[config.mk]
export PLATFORM = sky130hd
export DESIGN_NAME = logic_exerciser
export DESIGN_NICKNAME = d
export VERILOG_FILES = /design/src/rtl/logic_exerciser.sv
export SDC_FILE = /design/constraint.sdc
export NUM_CORES = 1
export LEC_CHECK = 0
export CORE_MARGIN = 10
export CORE_UTILIZATION = 50
export CTS_CLUSTER_DIAMETER = 30
export DETAILED_ROUTE_END_ITERATION = 12
export PLACE_DENSITY = 0.77
export SKIP_LAST_GASP = 1
export SLEW_MARGIN = 20
export SYNTH_ARGS = -nofsm -noshare
export SYNTH_HDL_FRONTEND = slang
export SYNTH_SLANG_ARGS = --single-unit
[constraint.sdc]
create_clock -name clk -period 2.2 [get_ports clk]
set_clock_uncertainty 0.2 [all_clocks]
set_input_delay 0.44 -clock clk [delete_from_list [all_inputs] [get_ports clk]]
set_output_delay 0.44 -clock clk [all_outputs]
set_load 0.01 [all_outputs]
[src/rtl/logic_exerciser.sv]
// logic_exerciser: self-test sequencer for the majority(~A,C,D) block.
// Sweeps all 8 {A,C,D} vectors, holds each for HOLD_CYCLES cycles, then
// spends one CHECK cycle comparing F1/F2 against a golden model.
// Optional macro FIRST_FAIL_EN adds first_fail / first_fail_vld reporting.
`timescale 1ns/1ps

module logic_exerciser #(
  parameter int unsigned HOLD_CYCLES = 4
) (
  input  logic       clk,
  input  logic       rst,
  input  logic       start,
  input  logic       f1_in,
  input  logic       f2_in,
  output logic       a_out,
  output logic       c_out,
  output logic       d_out,
  output logic       busy,
  output logic       done,
  output logic       pass,
  output logic [3:0] err_count,
  output logic [2:0] vec_idx
`ifdef FIRST_FAIL_EN
  ,
  output logic [2:0] first_fail,
  output logic       first_fail_vld
`endif
);

  typedef enum logic [1:0] {
    S_IDLE,
    S_SETTLE,
    S_CHECK,
    S_DONE
  } state_t;

  localparam logic [3:0] HOLD_LAST = 4'(HOLD_CYCLES - 1);

  state_t     state_q, state_d;
  logic [2:0] vec_q, vec_d;
  logic [3:0] hold_q, hold_d;
  logic [3:0] err_q, err_d;
  logic       busy_q, busy_d;
  logic       done_q, done_d;
  logic       pass_q, pass_d;

  logic       exp_val;
  logic       mismatch;
  logic [3:0] err_inc;

`ifdef FIRST_FAIL_EN
  logic [2:0] ff_q, ff_d;
  logic       ffv_q, ffv_d;
`endif

  // Golden model on the currently driven vector and per-vector error flag.
  always_comb begin
    exp_val  = (~vec_q[2] & vec_q[0]) | (~vec_q[2] & vec_q[1]) | (vec_q[1] & vec_q[0]);
    mismatch = (f1_in != exp_val) || (f2_in != exp_val);
    err_inc  = err_q + 4'(mismatch);
  end

  // Next-state and next-output logic for the sweep sequencer.
  always_comb begin
    state_d = state_q;
    vec_d   = vec_q;
    hold_d  = hold_q;
    err_d   = err_q;
    busy_d  = busy_q;
    done_d  = done_q;
    pass_d  = pass_q;
`ifdef FIRST_FAIL_EN
    ff_d    = ff_q;
    ffv_d   = ffv_q;
`endif
    unique case (state_q)
      S_IDLE, S_DONE: begin
        if (start) begin
          state_d = S_SETTLE;
          vec_d   = '0;
          hold_d  = '0;
          err_d   = '0;
          busy_d  = 1'b1;
          done_d  = 1'b0;
          pass_d  = 1'b0;
`ifdef FIRST_FAIL_EN
          ff_d    = '0;
          ffv_d   = 1'b0;
`endif
        end
      end
      S_SETTLE: begin
        hold_d = hold_q + 4'd1;
        if (hold_q == HOLD_LAST) begin
          state_d = S_CHECK;
        end
      end
      S_CHECK: begin
        err_d = err_inc;
`ifdef FIRST_FAIL_EN
        if (mismatch && !ffv_q) begin
          ff_d  = vec_q;
          ffv_d = 1'b1;
        end
`endif
        if (vec_q == 3'd7) begin
          state_d = S_DONE;
          busy_d  = 1'b0;
          done_d  = 1'b1;
          pass_d  = (err_inc == 4'd0);
        end else begin
          state_d = S_SETTLE;
          vec_d   = vec_q + 3'd1;
          hold_d  = '0;
        end
      end
      default: state_d = S_IDLE;
    endcase
  end

  // State and output registers with asynchronous reset.
  always_ff @(posedge clk or posedge rst) begin
    if (rst) begin
      state_q <= S_IDLE;
      vec_q   <= '0;
      hold_q  <= '0;
      err_q   <= '0;
      busy_q  <= 1'b0;
      done_q  <= 1'b0;
      pass_q  <= 1'b0;
`ifdef FIRST_FAIL_EN
      ff_q    <= '0;
      ffv_q   <= 1'b0;
`endif
    end else begin
      state_q <= state_d;
      vec_q   <= vec_d;
      hold_q  <= hold_d;
      err_q   <= err_d;
      busy_q  <= busy_d;
      done_q  <= done_d;
      pass_q  <= pass_d;
`ifdef FIRST_FAIL_EN
      ff_q    <= ff_d;
      ffv_q   <= ffv_d;
`endif
    end
  end

  // Vector outputs come straight from the vector register: {A,C,D} = vec_idx.
  assign a_out     = vec_q[2];
  assign c_out     = vec_q[1];
  assign d_out     = vec_q[0];
  assign vec_idx   = vec_q;
  assign busy      = busy_q;
  assign done      = done_q;
  assign pass      = pass_q;
  assign err_count = err_q;
`ifdef FIRST_FAIL_EN
  assign first_fail     = ff_q;
  assign first_fail_vld = ffv_q;
`endif

endmodule

==> flow_summary_export.csv, run 1 <==
group,metric,value,unit
status,status,"finished, final reports clean",
synth,synthTopCellsByCount,"dfrtp_1, nand2_1, ha_1, o21ai_0",
floorplanning,core_area,0.00175,sq mm
worst_setup_path,path_buf_inv,1,
synth,synth_cells,99,
power_and_ir_drop,power_density,987,mW/mm^2
finish,n_fill_cell,157,
drt,drc_errors,0,
sta,slew_headroom,0.598,
drt,wl,1.97,mm
clock_tree,cts_buffer_depth,2,
grt,gr-total-overflow,0,
finish,syn2layout_area_growth,21.3,%
power_and_ir_drop,power.leakage,0.505,nW
worst_hold_path,hold_start,"hold_q[3]",
synth,yosysMostFrequentCell,"dfrtp_1",
synth,synth_edf_count,0,
synth,ys.flop_type,"dfrtp_1",
floorplanning,die_y,63.3,um
worst_setup_path,slowest_delay,0.45,ns
drt,drt_pre_antenna_iters,4,
clock_tree,clock_latency,0.28,ns
finish,instances_no_fill,139,
clock_tree,clk_pin_slew_worst_paths,0.09,ns
synth,yosysSeqAreaShare,0.427,
sta,report.final.slew_viol_count,0,
worst_setup_path,path_cells,"ha_1 > inv_1 > a21oi_1 > a31oi_1 > ha_2 > ha_1 > nor2_1 > nand4_1 > o21ai_1",
sta,holdWs,0.297,ns
floorplanning,die_w,63.3,um
clock_tree,htree_levels,1,
floorplanning,row_count,15,
grt,grt_pass1_wl,3.35,mm
floorplanning,start_util,0.538,
worst_setup_path,end_kind,"flip-flop",
clock_tree,cts_tree,"done",
clock_tree,cts_buffers,3,
drt,wl_per_cell,14.2,um
sta,worstMarginPinSlew,0.602,ns
clock_tree,root_buffer,"clkbuf_4",
placement,post-place-cells,136,
synth,synthTopCellsByArea,"dfrtp_1, ha_1, a22o_1",
finish,regArea,403,sq um
worst_hold_path,worst_hold_path_type,"flip-flop to flip-flop",
drt,vias_per_cell,5.56,
synth,yosysUniqueCellTypes,30,
drt,route.vias.total,773,
power_and_ir_drop,ir_worst_vdd,666,uV
synth,synth_nets,112,
clock_tree,cts_hold_buf,0,
finish,nets,129,
worst_setup_path,cp_common_cell,"ha_1",
grt,antenna_found_initial,0,
worst_setup_path,cp.arrival,2.09,ns
grt,grt_start_max_net_pins,17,
placement,port_buffers,17,
sta,min_period_over_period,0.948,
placement,hpwl,1.51,mm
synth,yosys.area.top_type_share,0.427,
synth,ys_warn_count,0,
sta,timing.final.hold_violations,0,
drt,final_antenna_net_count,0,
sta,rsz0062_at_grt,"no",
worst_setup_path,critical-path-top-delay-family,"adder cells",
synth,post-synth-top-area-cell,"dfrtp_1",
worst_setup_path,worstSetupPathType,"flip-flop to flip-flop",
synth,syn_avg_cell_area,9.48,sq um
finish,final_layout_size_suffix_gt1_frac,0.0789,
worst_setup_path,critPathSlowestCell,"dfrtp_2",
grt,grt.total_usage,0.100,
worst_setup_path,startpoint_type,"flip-flop",
synth,syn_area,938,sq um
floorplanning,die-area,0.00401,sq mm
sta,post-route-min-period,2.09,ns
finish,antenna_cells,0,
synth,synth_seq_cells,16,
grt,grt_pass1_vias,737,
finish,multiInputGateArea,485,sq um
sta,setup_viol_count_final,0,
flow_run,drv_cap,0,
worst_setup_path,worstPathRequired,2.20,ns
synth,async_reset_ff_frac,1.00,
drt,initialDrtViolationCount,16,
placement,place_congestion,0.722,
clock_tree,clock-sinks,16,
floorplanning,ios,18,
worst_setup_path,critPathLaunch,"vec_idx[1]",
sta,fmax,479,MHz
worst_setup_path,crit_path_max_fanout,6,
worst_setup_path,crit-reg2reg-launch,"vec_idx[1]",
-- sequential cells by signal, indices dropped and copies added (netlist names) --
register and cells:
err_count 4, hold_q 4, vec_idx 3, state_q 2, busy 1, done 1
pass 1
-- what timing repair did --
action	4_1_cts	5_1_grt
buffers inserted	0	0
gates resized for setup	0	4
endpoints found under the setup margin	0	1
-- cell families (layout without fill, tap and decap cells) --
| kind of cell | count (synthesis) | after routing | synth area share |
|---|---|---|---|
| multiplexers | 3 | 3 | 0.0347 |
| AND/OR/NAND/NOR | 30 | 30 | 0.153 |
| XOR/XNOR | 1 | 1 | 0.00934 |
| AO/OA/AOI/OAI | 30 | 30 | 0.211 |
| buffers and inverters | 11 | 26 | 0.0587 |
| adder cells (fa/ha/maj) | 8 | 8 | 0.107 |
| flip-flops | 16 | 16 | 0.427 |
-- layer usage --
layer  GRT usage  vias up  part of all wire
met5           0        -                 0
met4      0.0164        0            0.0061
met3      0.0565        2             0.087
met2       0.163       19              0.46
li1            -      386                 -
met1       0.113      366              0.44
-- placed cells by master, fill, tap and decap left out, types with 3 or more instances in the layout --
| cell | instances |
|---|---|
| clkbuf_4 | 3 |
| inv_1 | 5 |
| nor2_1 | 5 |
| o21ai_0 | 7 |
| nand3_1 | 3 |
| clkdlybuf4s50_1 | 17 |
| ha_1 | 7 |
| nand2_1 | 12 |
| dfrtp_1 | 14 |
| a22o_1 | 6 |
| a21oi_1 | 6 |
-- metrics by stage --
| step | power, W | instance area [sq um] | setup WS, ns | utilization | TNS [ns] |
|---|---|---|---|---|---|
| after floorplan | 0.000810 | 938 | 0.242 | - | 0 |
| after global placement | 0.000952 | 1110 | -0.0842 | 0.637 | -0.0898 |
| after detailed placement | 0.000976 | 1110 | -0.174 | 0.637 | -0.203 |
| after CTS | 0.00113 | 1130 | 0.0461 | 0.649 | 0 |
| after global routing | 0.00122 | 1140 | 0.00682 | 0.652 | 0 |
| final | 0.00112 | 1140 | 0.114 | 0.652 | 0 |
-- cell type report --
type | instances | area share
Clock buffer | 3 | 0.0198
Inverter | 5 | 0.0165
Multi-Input combinational cell | 72 | 0.426
Sequential cell | 16 | 0.354
Tap cell | 25 | 0.0275
Timing Repair Buffer | 18 | 0.156
-- final timing paths --
| check | end | slack (ns) | depth (start not counted) |
|---|---|---|---|
| worst max-delay path | pass | 0.11 | 9 |
| worst min-delay path | hold_q[3] | 0.30 | 1 |
| worst max register to register | pass | 0.11 | 9 |
| worst min register to register | hold_q[3] | 0.30 | 1 |
| max in group asynchronous | vec_idx[1] | 1.06 | 2 |
| min in group asynchronous | hold_q[0] | 0.32 | 2 |
-- power breakdown --
group          switching [W]  internal (W)
clock              0.0000853     0.0000635
combinational       0.000319      0.000242
sequential         0.0000581      0.000356
(Power assumes the default switching activity.)
==> run 2, diff against run 1 <==
--- a/config.mk
+++ b/config.mk
@@ -5,11 +5,14 @@
 export SDC_FILE = /design/constraint.sdc
 export NUM_CORES = 1
 export LEC_CHECK = 0
+export CELL_PAD_IN_SITES_DETAIL_PLACEMENT = 0
+export CELL_PAD_IN_SITES_GLOBAL_PLACEMENT = 1
 export CORE_MARGIN = 10
-export CORE_UTILIZATION = 50
+export CORE_UTILIZATION = 38
+export CTS_BUF_LIST = sky130_fd_sc_hd__clkbuf_16
 export CTS_CLUSTER_DIAMETER = 30
 export DETAILED_ROUTE_END_ITERATION = 12
-export PLACE_DENSITY = 0.77
+export PLACE_DENSITY_LB_ADDON = 0.1
 export SKIP_LAST_GASP = 1
 export SLEW_MARGIN = 20
 export SYNTH_ARGS = -nofsm -noshare
==> run 2 against run 1 <==
Effect of this change: non-clock buffer count up 5; sequential power down 2%; routed wire length is 3.1% higher; worst hold slack worse by 0.023 ns; maximum frequency rose by 2.2%; final cell count increased by 6.5%; clock power increased by 140%; register-to-register slack improved by 0.05 ns; via count is 0.52% lower; design area grew 8.5%; sequential share of layout area down 2.9 points; largest power group unchanged.
==> flow_summary_export.csv, run 2 (synthesis gave the netlist of run 1 again) <==
group,metric,value,unit
finish,final_cell_mix,"clkdlybuf4s50_1, dfrtp_1, nand2_1, o21ai_0, ha_1",
finish,final_common_cell,"clkdlybuf4s50_1",
status,status,"finished, final reports clean",
placement,place_congestion,0.788,
power_and_ir_drop,power.leakage,0.557,nW
placement,post-place-cells,144,
placement,hpwl,1.55,mm
worst_setup_path,end_kind,"flip-flop",
floorplanning,core_area,0.00228,sq mm
grt,grt_start_max_net_pins,17,
finish,instances_no_fill,148,
clock_tree,clk_pin_slew_worst_paths,0.05,ns
sta,min_period_over_period,0.928,
drt,final_antenna_net_count,0,
sta,worst_slack,0.159,ns
sta,post-route-min-period,2.04,ns
clock_tree,clock-sinks,16,
drt,route.vias.total,769,
sta,worstMarginPinSlew,0.360,ns
finish,antenna_cells,0,
drt,vias_per_cell,5.20,
placement,placed_area,0.00115,sq mm
sta,fmax,490,MHz
power_and_ir_drop,power_density,1130,mW/mm^2
finish,final_layout_size_suffix_gt1_frac,0.108,
grt,grt_pass1_vias,797,
worst_setup_path,startpoint_type,"flip-flop",
power_and_ir_drop,ir_worst_vdd,759,uV
clock_tree,clock_latency,0.25,ns
grt,gr-total-overflow,0,
clock_tree,cts_tree,"done",
floorplanning,start_util,0.412,
worst_setup_path,worstPathRequired,2.17,ns
floorplanning,die-area,0.00486,sq mm
clock_tree,cts_buffer_depth,2,
sta,setup_viol_count_final,0,
floorplanning,ios,18,
drt,wl,2.04,mm
grt,antenna_found_initial,0,
worst_setup_path,crit_path_max_fanout,6,
sta,report.final.slew_viol_count,0,
clock_tree,cts_hold_buf,0,
finish,nets,134,
worst_setup_path,worstSetupPathType,"flip-flop to flip-flop",
placement,pre_cts_ws,-0.126,ns
grt,grt_pass1_wl,3.70,mm
placement,port_buffers,17,
floorplanning,die_y,69.7,um
clock_tree,htree_levels,1,
flow_run,drv_cap,0,
finish,multiInputGateArea,485,sq um
worst_setup_path,cp.arrival,2.01,ns
drt,initialDrtViolationCount,29,
drt,drc_errors,0,
power_and_ir_drop,total_power,0.00140,W
worst_hold_path,worst_hold_path_type,"flip-flop to flip-flop",
clock_tree,cts_buffers,3,
sta,timing.final.hold_violations,0,
finish,final_area,0.00123,sq mm
floorplanning,die_w,69.7,um
finish,n_fill_cell,203,
sta,slew_headroom,0.760,
finish,syn2layout_area_growth,31.6,%
clock_tree,root_buffer,"clkbuf_16",
drt,wl_per_cell,13.8,um
sta,rsz0062_at_grt,"no",
finish,regArea,402,sq um
floorplanning,row_count,17,
drt,drt_pre_antenna_iters,4,
sta,fin_tns_setup,0,ns
grt,grt.total_usage,0.0909,
[run 2: worst paths after layout]
check / from / endpoint / slack (ns) / cells after the start
setup / recovery: vec_idx[1] / pass / 0.16 / 9
hold / removal: hold_q[3] / hold_q[3] / 0.27 / 1
setup reg to reg: vec_idx[1] / pass / 0.16 / 9
hold reg to reg: hold_q[3] / hold_q[3] / 0.27 / 1
max in group asynchronous: rst / vec_idx[1] / 1.30 / 3
min in group asynchronous: rst / done / 0.30 / 3
[run 2: repair_timing]
action,CTS,global route
resized for setup,0,3
buffers inserted,0,0
setup endpoints to repair,0,1
[run 2: layer usage]
metal	up-vias	share of wire	GRT usage	routed length, um
li1	397	-	-	-
met1	358	0.47	0.111	960
met2	12	0.45	0.137	923
met3	2	0.066	0.0357	134
met4	0	0.0084	0.0391	17
met5	-	0	0	0
[run 2: cell type report]
class / count / share of cell area
Clock inverter: 1 / 0.00304
Multi-Input combinational cell: 72 / 0.393
Clock buffer: 3 / 0.0608
Tap cell: 28 / 0.0284
Inverter: 5 / 0.0152
Timing Repair Buffer: 23 / 0.174
Sequential cell: 16 / 0.325
[run 2: metrics by stage]
| stage | hold WS (ns) | util |
|---|---|---|
| after floorplan | 0.154 | - |
| after global placement | 0.266 | 0.506 |
| after detailed placement | 0.267 | 0.506 |
| after CTS | 0.276 | 0.541 |
| after global routing | 0.323 | 0.543 |
| final | 0.274 | 0.543 |
[run 2: power by group]
| part | switching (W) | internal (W) |
|---|---|---|
| Sequential | 0.0000496 | 0.000356 |
| Clock | 0.000117 | 0.000241 |
| Combinational | 0.000334 | 0.000299 |
| Total | 0.000501 | 0.000895 |
[run 2: worst max-delay path, cell delays in order (launching register included)]
cell     delay, ns
dfrtp_2       0.44
ha_1          0.23
inv_1         0.07
a21oi_1       0.06
a31oi_1       0.16
ha_2          0.22
ha_1          0.24
nor2_1        0.11
nand4_1       0.10
o21ai_1       0.15
